===== src/rtl/request_arbiter_unit_pkg.sv =====
// Shared types and defaults for the request arbiter.
// Latency: n/a (types, constants and a width helper only).
// Backpressure: n/a.
package request_arbiter_unit_pkg;

    typedef enum logic {
        IDLE = 1'b0,
        BUSY = 1'b1
    } state_t;

    typedef enum logic {
        OP_READ  = 1'b0,
        OP_WRITE = 1'b1
    } op_t;

    localparam int DEF_NCH     = 2;
    localparam int DEF_TIMEOUT = 255;

    // Channel index width; a single channel still needs one select bit.
    function automatic int sel_width(input int n);
        return (n > 1) ? $clog2(n) : 1;
    endfunction

endpackage


===== src/rtl/request_arbiter_if.sv =====
// Request/memory handshake bundle between channels and the arbiter.
// Latency: n/a (wires only).
// Backpressure: dhit is the only completion/stall signal from memory.
interface request_arbiter_if
    import request_arbiter_unit_pkg::*;
#(
    parameter int NCH = DEF_NCH
) ();
    localparam int SW = sel_width(NCH);

    logic [NCH-1:0] ihit;
    logic [NCH-1:0] dren;
    logic [NCH-1:0] dwen;
    logic           dhit;
    logic           dmemren;
    logic           dmemwen;
    logic [SW-1:0]  dsel;
    logic [NCH-1:0] pending;
    logic [NCH-1:0] done;
    logic           timeout_err;

    modport ru (
        input  ihit, dren, dwen, dhit,
        output dmemren, dmemwen, dsel, pending, done, timeout_err
    );

    modport tb (
        output ihit, dren, dwen, dhit,
        input  dmemren, dmemwen, dsel, pending, done, timeout_err
    );

endinterface


===== src/rtl/request_arbiter_unit_rr_select.sv =====
// Round-robin pick of the first set request at or after ptr.
// Latency: purely combinational.
// Backpressure: none; vld=0 when no request is set.
module rr_select
    import request_arbiter_unit_pkg::*;
#(
    parameter int NCH = DEF_NCH,
    localparam int SW = sel_width(NCH)
) (
    input  logic [NCH-1:0] req,
    input  logic [SW-1:0]  ptr,
    output logic           vld,
    output logic [SW-1:0]  idx
);

    always_comb begin
        int            j;
        logic [SW-1:0] cand;
        vld  = 1'b0;
        idx  = '0;
        j    = 0;
        cand = '0;
        for (int i = 0; i < NCH; i++) begin
            j = int'(ptr) + i;
            if (j >= NCH) begin
                j = j - NCH;
            end
            cand = SW'(j);
            if (!vld && req[cand]) begin
                vld = 1'b1;
                idx = cand;
            end
        end
    end

endmodule


===== src/rtl/request_arbiter_unit.sv =====
// Arbitrates per-channel read/write requests onto one memory port, round-robin.
// Latency: capture at edge N, grant and strobe from edge N+1 until dhit; done one cycle after dhit.
// Backpressure: access held until dhit or TIMEOUT busy cycles, then aborted with sticky error.
module request_arbiter_unit
    import request_arbiter_unit_pkg::*;
#(
    parameter int NCH     = DEF_NCH,
    parameter int TIMEOUT = DEF_TIMEOUT
) (
    input  logic          clk,
    input  logic          rst,
    request_arbiter_if.ru bus
);

    localparam int SW = sel_width(NCH);
    localparam int CW = $clog2(TIMEOUT + 1);

    state_t         state_q, state_d;
    logic [NCH-1:0] pending_q, pending_d;
    logic [NCH-1:0] done_q, done_d;
    op_t            op_q [NCH];
    op_t            op_d [NCH];
    logic [SW-1:0]  dsel_q, dsel_d;
    logic [SW-1:0]  rr_ptr_q, rr_ptr_d;
    logic [CW-1:0]  cnt_q, cnt_d;
    logic           dmemren_q, dmemren_d;
    logic           dmemwen_q, dmemwen_d;
    logic           terr_q, terr_d;

    logic           rr_vld;
    logic [SW-1:0]  rr_idx;
    logic           complete;
    logic           release_ch;
    logic [NCH-1:0] cap;

    rr_select #(.NCH(NCH)) u_rr_select (
        .req (pending_q),
        .ptr (rr_ptr_q),
        .vld (rr_vld),
        .idx (rr_idx)
    );

    assign cap      = bus.ihit & (bus.dren | bus.dwen);
    assign complete = (state_q == BUSY) && bus.dhit;

    always_comb begin
        state_d    = state_q;
        pending_d  = pending_q;
        op_d       = op_q;
        dsel_d     = dsel_q;
        rr_ptr_d   = rr_ptr_q;
        cnt_d      = cnt_q;
        done_d     = '0;
        terr_d     = terr_q;
        dmemren_d  = 1'b0;
        dmemwen_d  = 1'b0;
        release_ch = 1'b0;

        case (state_q)
            IDLE: begin
                if (rr_vld) begin
                    state_d   = BUSY;
                    dsel_d    = rr_idx;
                    cnt_d     = '0;
                    dmemren_d = (op_q[rr_idx] == OP_READ);
                    dmemwen_d = (op_q[rr_idx] == OP_WRITE);
                end
            end
            BUSY: begin
                // dhit on the final allowed cycle still counts as completion
                if (bus.dhit) begin
                    done_d[dsel_q] = 1'b1;
                    release_ch     = 1'b1;
                end else if (cnt_q == CW'(TIMEOUT - 1)) begin
                    terr_d     = 1'b1;
                    release_ch = 1'b1;
                end else begin
                    cnt_d     = cnt_q + CW'(1);
                    dmemren_d = dmemren_q;
                    dmemwen_d = dmemwen_q;
                end
                if (release_ch) begin
                    pending_d[dsel_q] = 1'b0;
                    state_d           = IDLE;
                    rr_ptr_d          = (dsel_q == SW'(NCH - 1)) ? '0 : dsel_q + SW'(1);
                end
            end
            default: state_d = IDLE;
        endcase

        // A new request on the channel being completed overrides its clear.
        for (int c = 0; c < NCH; c++) begin
            if (cap[c] && (!pending_q[c] || (complete && dsel_q == SW'(c)))) begin
                pending_d[c] = 1'b1;
                op_d[c]      = bus.dwen[c] ? OP_WRITE : OP_READ;
            end
        end
    end

    always_ff @(posedge clk) begin
        if (rst) begin
            state_q   <= IDLE;
            pending_q <= '0;
            done_q    <= '0;
            dsel_q    <= '0;
            rr_ptr_q  <= '0;
            cnt_q     <= '0;
            dmemren_q <= 1'b0;
            dmemwen_q <= 1'b0;
            terr_q    <= 1'b0;
            for (int c = 0; c < NCH; c++) begin
                op_q[c] <= OP_READ;
            end
        end else begin
            state_q   <= state_d;
            pending_q <= pending_d;
            done_q    <= done_d;
            dsel_q    <= dsel_d;
            rr_ptr_q  <= rr_ptr_d;
            cnt_q     <= cnt_d;
            dmemren_q <= dmemren_d;
            dmemwen_q <= dmemwen_d;
            terr_q    <= terr_d;
            op_q      <= op_d;
        end
    end

    assign bus.dmemren     = dmemren_q;
    assign bus.dmemwen     = dmemwen_q;
    assign bus.dsel        = dsel_q;
    assign bus.pending     = pending_q;
    assign bus.done        = done_q;
    assign bus.timeout_err = terr_q;

endmodule

===== src/flat_wrapper.sv =====
// flat-port wrapper written by rule: the top's interface ports become plain ports
module request_arbiter_unit_flat import request_arbiter_unit_pkg::*;
#(
    parameter int NCH     = DEF_NCH,
    parameter int TIMEOUT = DEF_TIMEOUT
)
  (clk, rst, bus_ihit, bus_dren, bus_dwen, bus_dhit, bus_dmemren, bus_dmemwen, bus_dsel, bus_pending, bus_done, bus_timeout_err);
  request_arbiter_if #(.NCH(NCH)) bus_i ();
  input  logic clk;
  input  logic rst;
  input wire logic [$bits(bus_i.ihit)-1:0] bus_ihit;
  input wire logic [$bits(bus_i.dren)-1:0] bus_dren;
  input wire logic [$bits(bus_i.dwen)-1:0] bus_dwen;
  input wire logic [$bits(bus_i.dhit)-1:0] bus_dhit;
  output wire logic [$bits(bus_i.dmemren)-1:0] bus_dmemren;
  output wire logic [$bits(bus_i.dmemwen)-1:0] bus_dmemwen;
  output wire logic [$bits(bus_i.dsel)-1:0] bus_dsel;
  output wire logic [$bits(bus_i.pending)-1:0] bus_pending;
  output wire logic [$bits(bus_i.done)-1:0] bus_done;
  output wire logic [$bits(bus_i.timeout_err)-1:0] bus_timeout_err;
  assign bus_i.ihit = bus_ihit;
  assign bus_i.dren = bus_dren;
  assign bus_i.dwen = bus_dwen;
  assign bus_i.dhit = bus_dhit;
  assign bus_dmemren = bus_i.dmemren;
  assign bus_dmemwen = bus_i.dmemwen;
  assign bus_dsel = bus_i.dsel;
  assign bus_pending = bus_i.pending;
  assign bus_done = bus_i.done;
  assign bus_timeout_err = bus_i.timeout_err;
  request_arbiter_unit #(.NCH(NCH), .TIMEOUT(TIMEOUT)) u_core (.clk(clk), .rst(rst), .bus(bus_i));
endmodule

===== config.mk =====
export PLATFORM = sky130hd
export DESIGN_NAME = request_arbiter_unit_flat
export DESIGN_NICKNAME = d
export VERILOG_FILES = /design/src/rtl/request_arbiter_unit_pkg.sv /design/src/rtl/request_arbiter_if.sv /design/src/rtl/request_arbiter_unit_rr_select.sv /design/src/rtl/request_arbiter_unit.sv /design/src/flat_wrapper.sv
export SDC_FILE = /design/constraint.sdc
export NUM_CORES = 1
export LEC_CHECK = 0
export CAP_MARGIN = 20
export CELL_PAD_IN_SITES_DETAIL_PLACEMENT = 1
export CELL_PAD_IN_SITES_GLOBAL_PLACEMENT = 1
export CORE_ASPECT_RATIO = 0.7
export CORE_UTILIZATION = 41
export CTS_BUF_LIST = sky130_fd_sc_hd__clkbuf_4 sky130_fd_sc_hd__clkbuf_8 sky130_fd_sc_hd__clkbuf_16
export DETAILED_ROUTE_END_ITERATION = 12
export GPL_ROUTABILITY_DRIVEN = 0
export GPL_TIMING_DRIVEN = 0
export HOLD_SLACK_MARGIN = 0.15
export PLACE_DENSITY_LB_ADDON = 0.1
export SYNTH_ARGS = -nofsm -noshare
export SYNTH_HDL_FRONTEND = slang
export SYNTH_SLANG_ARGS = --single-unit

===== constraint.sdc =====
create_clock -name clk -period 2.65 [get_ports clk]
set_clock_uncertainty 0.05 [all_clocks]
set_input_delay 0.3975 -clock clk [delete_from_list [all_inputs] [get_ports clk]]
set_output_delay 0.3975 -clock clk [all_outputs]
set_load 0.03 [all_outputs]

==> results of run 1 <==
==> per-stage QoR <==
stage / setup slack, ps / total power [mW]
3_3_place_gp: 701 / 0.438
6_report: 689 / 0.578
4_1_cts: 688 / 0.584
3_5_place_dp: 672 / 0.444
2_1_floorplan: 1160 / 0.398
5_1_grt: 629 / 0.611
==> cells in the mapped netlist <==
cell type,number
dfxtp_1,20
a21oi_1,9
o21ai_0,9
nor2_1,6
nand2_1,5
inv_1,4
nand3_1,4
nand2b_1,3
xor2_1,3
a21bo_2,2
a21boi_0,2
clkbuf_1,2
ha_1,2
mux2i_1,2
nand3_2,2
nand4_1,2
nor3_1,2
o31ai_1,2
a21o_1,1
a22oi_1,1
a31oi_1,1
and2_1,1
and2b_1,1
and2b_4,1
and3_1,1
and3b_1,1
and4_1,1
buf_6,1
nand3b_1,1
nand4_4,1
nand4b_1,1
nor2b_1,1
nor3b_1,1
o2111ai_1,1
o21a_1,1
o21ai_1,1
o21ai_4,1
o21bai_1,1
o32ai_1,1
or3_1,1
or4_1,1
==> power groups by stage <==
stage	combinational, mW	clock, mW	sequential [mW]
floorplan	0.0532	0	0.345
global placement	0.105	0	0.333
detailed placement	0.110	0	0.334
CTS	0.111	0.147	0.327
global route	0.121	0.161	0.329
finish	0.110	0.142	0.327
==> cells in the final DEF (no fill, tap or decap), types with 2 or more instances in the layout <==
master / instances
dfxtp_1: 20
clkdlybuf4s50_1: 15
a21oi_1: 9
o21ai_0: 9
nor2_1: 6
nand2_1: 5
inv_1: 4
nand3_1: 4
nand2b_1: 3
xor2_1: 3
clkbuf_4: 3
nand3_2: 2
o31ai_1: 2
clkbuf_1: 2
nand4_1: 2
mux2i_1: 2
a21boi_0: 2
a21bo_2: 2
nor3_1: 2
ha_1: 2
==> state kept, by name, summed over array words and instances, names as in the netlist <==
name / cells
u_core.bus.dsel: 1
u_core.bus.pending: 2
u_core.rr_ptr_q: 1
u_core.op_q: 2
u_core.cnt_q: 8
u_core.bus.timeout_err: 1
u_core.state_q: 1
u_core.bus.dmemren: 1
u_core.bus.dmemwen: 1
u_core.bus.done: 2
==> path summary, 6_finish.rpt <==
path	from	endpoint	slack [ps]
worst max-delay path	u_core.bus.dsel	bus_dsel	690
worst min-delay path	u_core.bus.timeout_err	u_core.bus.timeout_err	440
worst max register to register	u_core.cnt_q[0]	u_core.cnt_q[5]	960
worst min register to register	u_core.bus.timeout_err	u_core.bus.timeout_err	440
==> kinds of logic (layout without fill, tap and decap cells) <==
group                    Yosys count  in the layout  synth area share
buffers and inverters              7             25            0.0353
multiplexers                       2              2            0.0209
XOR/XNOR                           3              3            0.0275
AO/OA/AOI/OAI                     33             33             0.225
flip-flops                        20             20             0.419
adder cells (fa/ha/maj)            2              2            0.0262
AND/OR/NAND/NOR                   37             37             0.246
==> cell type report <==
type	instances	area, µm²
Fill cell	280	1000
Multi-Input combinational cell	77	522
Sequential cell	20	400
Timing Repair Buffer	15	150
Tap cell	32	40.0
Clock buffer	3	22.5
Buffer	3	18.8
Inverter	4	15.0
==> layer usage <==
| metal | global-route usage | up-vias |
|---|---|---|
| met3 | 0.0586 | 2 |
| met5 | 0 | - |
| met1 | 0.311 | 387 |
| met4 | 0.0558 | 0 |
| li1 | - | 414 |
| met2 | 0.316 | 15 |
==> impl_results.md, run 1 <==
* Synth Warn # at 0
* Unrepaired setup endpoints after global routing: false
* Dpl cells at 151
* Max-cap violations at 0
* Comb pwr share at 0.190
* Top achievable clock speed at 0.510 GHz
* Clk sinks at 20
* Drt pass-1 iters at 4
* Final setup TNS at 0 ps
* Sw Pwr at 0.162 mW
* Die width at 59.7 µm
* Int Power at 0.416 mW
* Top cell type's share of synthesized area at 0.419
* Global Route Usage Sum at 0.216
* CP arrival at 1510 ps
* Synth area leaders: dfxtp_1 42%, a21oi_1 4.7%, o21ai_0 4.7%
* Wire length on met1 at 1.20 mm
* IO Count at 17
* Max-slew violation count at 0
* Yosys top cell by area: dfxtp_1
* Post-route insts no fill at 154
* Core Area at 2170 µm²
* Die area at 2530 µm²
* Root buf cell: clkbuf_4
* CTS tree: done
* Largest net degree at the start of global routing at 11
* P&R area growth vs syn at 22.3%
* Critical path depth in cells at 1
* Fin crit share at 0.740
* Fin util at 0.538
* Worst skew pair latency at 290 ps
* Antenna violations before repair at 0
* DR vias at 818
* Residual DRC at 0
* Clk pwr share at 0.245
* Crit-path max cell delay at 740 ps
* First-pass GRT wire length at 4.02 mm
* Final Critical Period at 1960 ps
* Min-delay worst type: flop to flop
* CP required at 2200 ps
* Syn Area/Cell at 9.19 µm²
* Nets at 135
* WS Path Type: flop to output port
* Rows at 14
* Cell count after synthesis at 104
* Postcts setup bufs at 0
* H-tree depth at 1
* IO buf count at 15
* WHS Path Cells at 2
* Highest metal used: met4
* Setup Viol. Count Final at 0
* Design area at 1170 µm²
* Initial DRC Count at 23
* Initial Utilization at 0.440
* DRT Wirelength at 2.29 mm
* Hold slack at 440 ps
* Met3 wire length at 86 µm
* Overflow after GRT at 0
* P per Cell Area at 495 nW/µm²
* CTS clk-pin slew, worst paths at 110 ps
* Cell family with most CP delay: buffers and inverters
* Hold Buf Count CTS at 0
* Met2 Wirelength at 984 µm
* VDD IR max at 327 µV
* Share of post-route cells with drive strength above 1 at 0.0902
* Netlist cell types at 41
* Die Y at 42.4 µm
* CP max FO at 8
* Detailed Place HPWL at 1.78 mm
* Final hold violation count at 0
* Worst Setup Start Kind: flop
* Flop pwr share at 0.565
* Outcome: finished clean
* Static leakage at 0.420 nW
* Routed length per instance at 14.9 µm
* Sequential area share after synthesis at 0.419
* Sw Share at 0.281
* Crit path cell chain: clkdlybuf4s50_1
* Slew @ Worst Pin at 710 ps
* Synthesized area at 956 µm²
* Drt via density at 5.31
* CP max-delay cell: clkdlybuf4s50_1
* WP buf/inv at 1
* Number of global-route vias before repair at 844
* CTS max path bufs at 2
* Total CTS buffers at 3
* ANT cells at 0
* Post-CTS sizing at 0
* Post-route ant nets at 0
* Net count after synthesis at 115
* Synthesized flop and latch total at 20
* Number of cells on the worst reg-to-reg path at 6
* Worst Setup End Kind: output port
* Worst rel slew slack at 0.525
* Placed Area at 1150 µm²
No activity file was read; power rests on OpenSTA's default activity.
==> inputs of run 2 (changes only) <==
Settings changed: CORE_UTILIZATION 41 to 34.
Clock period 2.65 ns to 1.7 ns, I/O delays scaled along.
==> run 2 against run 1 <==
- sequential share of layout area shrank 0.65 points
- die area up 20%
- first-iteration DRC count grew 100%
- wire length decreased by 3.2%
- worst hold slack got worse by 16 ps
- global-route usage decreased by 4.3 points
- sequential power grew 56%
- power increased by 69%
- clock power grew 110%
- final area rose by 2.2%
==> impl_results.md, run 2 (synthesis results as in run 1) <==
* Outcome: finished clean (unchanged)
* Antenna violations before repair at 0 (unchanged)
* Worst R2R End: u_core.cnt_q[5] (unchanged)
* ANT cells at 0 (unchanged)
* Worst r2r src: u_core.cnt_q[0] (unchanged)
* Number of cells on the worst reg-to-reg path at 6 (unchanged)
* CTS max path bufs at 2 (unchanged)
* Post-route insts no fill at 156 (was 154)
* Residual DRC at 0 (unchanged)
* Initial DRC Count at 46 (was 23)
* Global Route Usage Sum at 0.173 (was 0.216)
* Int Power at 0.722 mW (was 0.416 mW)
* Unrepaired setup endpoints after global routing: false (unchanged)
* Hold EP: u_core.bus.done[0] (was u_core.bus.timeout_err)
* Worst skew pair latency at 250 ps (was 290 ps)
* Worst rel slew slack at 0.637 (was 0.525)
* Most frequent cells in the layout: 19 x dfxtp_1, 13 x clkdlybuf4s50_1, 9 x a21oi_1, 9 x o21ai_0, 6 x nor2_1 (was 20 x dfxtp_1, 15 x clkdlybuf4s50_1, 9 x a21oi_1, 9 x o21ai_0, 6 x nor2_1)
* Die area at 3030 µm² (was 2530 µm²)
* Final hold violation count at 0 (unchanged)
* Min-delay worst type: input port to flop (was flop to flop)
* Internal reg-to-reg setup slack at 150 ps (was 960 ps)
* Drt via density at 5.17 (was 5.31)
* Die width at 65.4 µm (was 59.7 µm)
* Initial Utilization at 0.375 (was 0.440)
* Post-route ant nets at 0 (unchanged)
* DRT Wirelength at 2.22 mm (was 2.29 mm)
* IO buf count at 15 (unchanged)
* Top achievable clock speed at 0.609 GHz
* Sw Pwr at 0.257 mW (was 0.162 mW)
* First-pass GRT wire length at 3.81 mm (was 4.02 mm)
* Hold slack at 424 ps (was 440 ps)
* Largest Register: u_core.cnt_q (unchanged)
* P per Cell Area at 819 nW/µm² (was 495 nW/µm²)
* Share of post-route cells with drive strength above 1 at 0.107 (was 0.0902)
* CP max-delay cell: clkdlybuf4s50_1 (unchanged)
* Crit-path max cell delay at 690 ps (was 740 ps)
* Sw Share at 0.263 (was 0.281)
* Crit path cell chain: clkdlybuf4s50_1 (unchanged)
* CP arrival at 1340 ps (was 1510 ps)
* Largest net degree at the start of global routing at 11 (unchanged)
* Die Y at 46.4 µm (was 42.4 µm)
* WP buf/inv at 1 (unchanged)
* IO Count at 17 (unchanged)
* DR vias at 806 (was 818)
* Hold Path Origin: rst (was u_core.bus.timeout_err)
* WHS Path Cells at 2 (unchanged)
* Max-cap violations at 0 (unchanged)
* Setup Viol. Count Final at 0 (unchanged)
* Clk pwr share at 0.309 (was 0.245)
* Root buf cell: clkbuf_8 (was clkbuf_4)
* Worst Setup End Kind: output port (unchanged)
* Routed length per instance at 14.2 µm (was 14.9 µm)
* Dpl cells at 153 (was 151)
* Rows at 15 (was 14)
* Slew @ Worst Pin at 543 ps (was 710 ps)
* CTS clk-pin slew, worst paths at 70 ps (was 110 ps)
* CP required at 1390 ps (was 2200 ps)
* Comb pwr share at 0.171 (was 0.190)
* H-tree depth at 1 (unchanged)
* WS Path Type: flop to output port (unchanged)
* Worst Setup Start Kind: flop (unchanged)
* Fin crit share at 0.966
* Max-slew violation count at 0 (unchanged)
* Final Critical Period at 1640 ps
* Commonest non-fill, non-tap cell in the layout: dfxtp_1 (unchanged)
* VDD IR max at 469 µV (was 327 µV)
* Clk sinks at 20 (unchanged)
* Static leakage at 0.446 nW (was 0.420 nW)
* Detailed Place HPWL at 1.71 mm (was 1.78 mm)
* Overflow after GRT at 0 (unchanged)
* Flop pwr share at 0.521 (was 0.565)
* Number of global-route vias before repair at 790 (was 844)
* Total CTS buffers at 3 (unchanged)
* Drt pass-1 iters at 4 (unchanged)
* CP max FO at 5 (was 8)
* Postcts setup bufs at 0 (unchanged)
* Core Area at 2550 µm² (was 2170 µm²)
* CTS tree: done (unchanged)
* P&R area growth vs syn at 25.0% (was 22.3%)
* Cell family with most CP delay: buffers and inverters (unchanged)
* Largest register FFs at 8 (unchanged)
* Nets at 135 (unchanged)
==> run 2: layout make-up <==
cell class	instances	area, µm²
Clock buffer	3	41.3
Tap cell	34	42.5
Inverter	4	15.0
Sequential cell	20	402
Multi-Input combinational cell	77	524
Timing Repair Buffer	15	151
Buffer	3	18.8
Fill cell	313	1360
==> run 2: how the worst max path moves through the flow <==
| stage | startpoint | cells past startpoint | to | slack, ps |
|---|---|---|---|---|
| finish | u_core.bus.pending[0] | 1 | bus_pending[0] | 60 |
| floorplan | u_core.cnt_q[0] | 6 | u_core.cnt_q[5] | 210 |
| CTS | u_core.cnt_q[0] | 6 | u_core.cnt_q[5] | 2 |
| global route | bus_dhit | 5 | u_core.cnt_q[5] | 10 |
| detailed placement | bus_dhit | 5 | u_core.cnt_q[5] | -160 |
| global placement | bus_dhit | 5 | u_core.cnt_q[5] | -110 |
==> run 2: per-layer routing <==
layer	vias to the layer above	global-route usage	share of wire
met4	0	0.0261	0.0036
met5	-	0	0
met2	15	0.270	0.40
met1	376	0.237	0.54
li1	413	-	-
met3	2	0.0594	0.052
==> run 2: repair_timing <==
item                                    in CTS  in global routing
gates resized for setup                      1                  3
pin swaps                                    0                  0
gates cloned                                 0                  0
hold buffers                                 0                  0
endpoints found under the setup margin       1                  2
==> run 2: worst register-to-register path, stage by stage (launching register included) <==
cell and delay, ps:
dfxtp_2 370, inv_1 70, ha_2 220, nand3_2 130, o21ai_4 100, or4_1 400, a21oi_1 150
==> run 2: metrics by stage <==
step	worst slack, ps	cell area, µm²	power, mW	TNS (ps)	util
3_3_place_gp	-113	1150	0.684	-134	0.450
6_report	58.5	1190	0.979	0	0.468
5_1_grt	15.0	1190	1.02	0	0.468
4_1_cts	2.29	1190	0.990	0	0.466
3_5_place_dp	-163	1150	0.690	-236	0.450
2_1_floorplan	214	956	0.621	0	-
==> run 2: power groups by stage <==
stage | clock network (mW) | registers (mW) | logic (mW)
after global placement | 0 | 0.519 | 0.166
final | 0.302 | 0.510 | 0.167
after floorplan | 0 | 0.538 | 0.0829
after CTS | 0.312 | 0.509 | 0.169
after detailed placement | 0 | 0.520 | 0.170
after global routing | 0.328 | 0.513 | 0.183
==> inputs of run 3 (changes only) <==
Settings changed: CTS_CLUSTER_SIZE set to 20, SYNTH_HIERARCHICAL set to 1.
==> run 3 against run 2 <==
- the flow now finishes with violations (setup timing)
- final area increased by 8.5%
- die area grew 0.25%
- combinational power grew 34%
- non-clock buffer count is 8 higher
- critical path type is now flop to flop
- clock power increased by 24%
- clock-buffer cell count is 1 higher
- sequential power is 1% lower
- utilization grew 3.6 points
- area after synthesis increased by 0.26%
==> impl_results.md, run 3 <==
* XOR/XNOR Fraction of Synth Area at 0 (was 0.0275)
* WP buf/inv at 0 (was 1)
* Sw Pwr at 0.299 mW (was 0.257 mW)
* WS Path Type: flop to flop (was flop to output port)
* CP required at 1860 ps (was 1390 ps)
* Crit path cell chain: or2_4 -> or2b_4 -> or2b_4 -> or4_4 -> nand2_1 (was clkdlybuf4s50_1)
* Min-delay worst type: input port to flop (unchanged)
* Worst r2r src: u_core/bus.pending[1] (was u_core.cnt_q[0])
* Static leakage at 0.479 nW (was 0.446 nW)
* Total CTS buffers at 3 (unchanged)
* Worst R2R End: u_core/cnt_q[3] (was u_core.cnt_q[5])
* CTS clk-pin slew, worst paths at 80 ps (was 70 ps)
* Fin crit share at 1.03 (was 0.966)
* Hold Buf Count CTS at 0 (unchanged)
* Commonest non-fill, non-tap cell in the layout: dfxtp_1 (unchanged)
* Overall power at 1.10 mW (was 0.979 mW)
* Global Route Usage Sum at 0.193 (was 0.173)
* Largest Register: u_core/cnt_q (was u_core.cnt_q)
* Nets at 150 (was 135)
* CP max FO at 5 (unchanged)
* Design area at 1300 µm² (was 1190 µm²)
* Net count after synthesis at 123 (was 115)
* CP endpoint: u_core/cnt_q[3] (was bus_pending[0])
* CP max-delay cell: or4_4 (was clkdlybuf4s50_1)
* CP arrival at 1910 ps (was 1340 ps)
* Number of global-route vias before repair at 848 (was 790)
* Die Y at 46.4 µm (about the same)
* Post-synthesis compound-gate area fraction at 0.238 (was 0.225)
* First-pass GRT wire length at 4.20 mm (was 3.81 mm)
* Worst skew pair latency at 260 ps (was 250 ps)
* Clk sinks at 20 (unchanged)
* Initial Utilization at 0.373 (was 0.375)
* Filler Cell Count at 311 (was 313)
* Cell count after synthesis at 112 (was 104)
* Root buf cell: clkbuf_8 (unchanged)
* Sw Share at 0.271 (was 0.263)
* Slew @ Worst Pin at 534 ps (was 543 ps)
* Post-synth ARST share at 0 (unchanged)
* Worst rel slew slack at 0.644 (was 0.637)
* Final Critical Period at 1750 ps (was 1640 ps)
* Main synth FF type: dfxtp_1 (unchanged)
* Top achievable clock speed at 0.571 GHz (was 0.609 GHz)
* Residual DRC at 0 (unchanged)
* Max-cap violations at 0 (unchanged)
* CTS tree: done (unchanged)
* Initial DRC Count at 34 (was 46)
* Setup WS post-layout at -50.6 ps (was 58.5 ps)
* Routed length per instance at 15.5 µm (was 14.2 µm)
* Detailed Place HPWL at 1.80 mm (was 1.71 mm)
* Internal reg-to-reg setup slack at -50 ps (was 150 ps)
* Number of cells on the worst reg-to-reg path at 5 (was 6)
* Hold slack at 184 ps (was 424 ps)
* DRT Wirelength at 2.67 mm (was 2.22 mm)
* Netlist cell types at 36 (was 41)
* Mux cell area share after synthesis at 0.0209 (about the same)
* Rows at 15 (unchanged)
* Failing checks: setup timing
* CTS max path bufs at 2 (unchanged)
* Clk pwr share at 0.339 (was 0.309)
* Die area at 3040 µm² (was 3030 µm²)
* Synthesized area at 958 µm² (was 956 µm²)
* ANT cells at 0 (unchanged)
* Largest register FFs at 8 (unchanged)
* Syn Area/Cell at 8.56 µm² (was 9.19 µm²)
* Max-slew violation count at 0 (unchanged)
* VDD IR max at 563 µV (was 469 µV)
* Overflow after GRT at 0 (unchanged)
* Top cell type's share of synthesized area at 0.418 (was 0.419)
* Synth Area in Adders at 0.0261 (was 0.0262)
* Unrepaired setup endpoints after global routing: true (was false)
* Outcome: finished, violations left (was finished clean)
* Post-route ant nets at 0 (unchanged)
* Post-route insts no fill at 172 (was 156)
* Most used cell along the critical path: or2b_4
* IO Count at 17 (unchanged)
* Drt via density at 5.52 (was 5.17)
* Synth Warn # at 6 (was 0)
* Synth area leaders: dfxtp_1 42%, a21oi_1 7.3%, nand2_1 3.9% (was dfxtp_1 42%, a21oi_1 4.7%, o21ai_0 4.7%)
* Yosys top cell by area: dfxtp_1 (unchanged)
* Worst Setup Start Kind: flop (unchanged)
* Die width at 65.5 µm (was 65.4 µm)
* H-tree depth at 1 (unchanged)
* Dpl cells at 161 (was 153)
* Critical path depth in cells at 5 (was 1)
* Share of post-route cells with drive strength above 1 at 0.210 (was 0.107)
* Crit-path max cell delay at 470 ps (was 690 ps)
* DR vias at 949 (was 806)
* Final setup TNS at -50.6 ps (was 0 ps)
* Sequential area share after synthesis at 0.418 (was 0.419)
* P per Cell Area at 850 nW/µm² (was 819 nW/µm²)
* Drt pass-1 iters at 4 (unchanged)
* Top cells by count, synth: 20 x dfxtp_1, 14 x a21oi_1, 10 x nand2_1 (was 20 x dfxtp_1, 9 x a21oi_1, 9 x o21ai_0)
* P&R area growth vs syn at 35.2% (was 25.0%)
* Worst Setup End Kind: flop (was output port)
* Number of synthesized flops with an enable pin at 0 (unchanged)
* Flop pwr share at 0.457 (was 0.521)
* Placed Area at 1160 µm² (was 1150 µm²)
* Setup Viol. Count Final at 1 (was 0)
* Final hold violation count at 0 (unchanged)
* Synthesized flop and latch total at 20 (unchanged)
* Core Area at 2570 µm² (was 2550 µm²)
* Largest family of logic cells by synthesized area: simple AND/OR/NAND/NOR gates (unchanged)
* Simple-gate share of the synthesized area at 0.261 (was 0.246)
* Int Power at 0.803 mW (was 0.722 mW)
* Most frequent cells in the layout: 17 x dfxtp_1, 13 x clkdlybuf4s50_1, 13 x a21oi_1, 9 x nand2_1 (was 19 x dfxtp_1, 13 x clkdlybuf4s50_1, 9 x a21oi_1, 9 x o21ai_0, 6 x nor2_1)
* Most numerous cell in the Yosys netlist: dfxtp_1 (unchanged)
* IO buf count at 15 (unchanged)
* Largest net degree at the start of global routing at 12 (was 11)
* Cell family with most CP delay: simple AND/OR/NAND/NOR gates (was buffers and inverters)
* Comb pwr share at 0.204 (was 0.171)
* Worst setup startpoint: u_core/bus.pending[1] (was u_core.bus.pending[0])
* Antenna violations before repair at 0 (unchanged)
## run 3: cell count changes in the layout (fill, tap and decap cells not counted), sizes merged, moves of 2 or more
cell and change:
o21ai -5, nand2 +5, xor2 -3, and2b -2, a21oi +5, buf +9, nor3 +2, nor2 +2
o211ai +2, or2b +2, inv -2
## run 3: cell families (layout without fill, tap and decap cells)
logic type	after synthesis	count (layout)
AO/OA/AOI/OAI	35	35
adder cells (fa/ha/maj)	2	2
buffers and inverters	6	32
flip-flops	20	20
multiplexers	2	2
AND/OR/NAND/NOR	47	47
## run 3: area by class of cell
cell class                 instances  area [µm²]  share of cell area
buffer                             4        27.5              0.0212
clock buffer                       4        55.1              0.0425
inverter                           2        7.51             0.00579
multi-input combinational         86         551               0.425
sequential                        20         409               0.316
tap                               34        42.5              0.0328
timing repair buffer              22         204               0.157
## run 3: metrics by stage
step                      worst slack, ps   util
after floorplan                      1.88      -
after global routing                 -100  0.504
final                               -50.6  0.504
after global placement               -237  0.452
after CTS                           -76.2  0.483
after detailed placement             -226  0.452
## run 3: power groups by stage
stage                     clock (mW)  sequential, mW  combinational, mW
after floorplan                    0           0.531             0.0973
after global placement             0           0.514              0.181
after detailed placement           0           0.515              0.184
after CTS                      0.381           0.503              0.196
after global routing           0.403           0.506              0.243
final                          0.374           0.504              0.224
## run 3: worst min path at each step
stage	startpoint	end	slack, ps	cells after the start
5_1_grt	rst	u_core/cnt_q[7]	190	2
4_1_cts	rst	u_core/bus.dsel	180	2
3_3_place_gp	u_core/bus.dmemwen	u_core/bus.dmemwen	400	2
3_5_place_dp	u_core/bus.timeout_err	u_core/bus.timeout_err	410	2
2_1_floorplan	bus_dwen[1]	u_core/op_q[0]	350	2
6_report	rst	u_core/bus.dsel	180	2
## run 3: worst reg2reg max path, delay by kind of cell, from the launching register on
| family | cells | cell delay (ps) |
|---|---|---|
| DFF | 1 | 360 |
| and+or+nand+nor | 5 | 1290 |
## run 3: layer usage
metal  routed length [µm]  share of wire  GRT usage
met4                   13         0.0049     0.0435
met5                    0              0          0
met3                  178          0.067     0.0644
met1                 1360           0.51      0.277
met2                 1110           0.42      0.276
## run 3: what timing repair did
action,4_1_cts,5_1_grt
buffers inserted,1,6
gates resized for setup,6,3
endpoints found under the hold margin,0,0
setup endpoints to repair,8,3
pin swaps,0,3
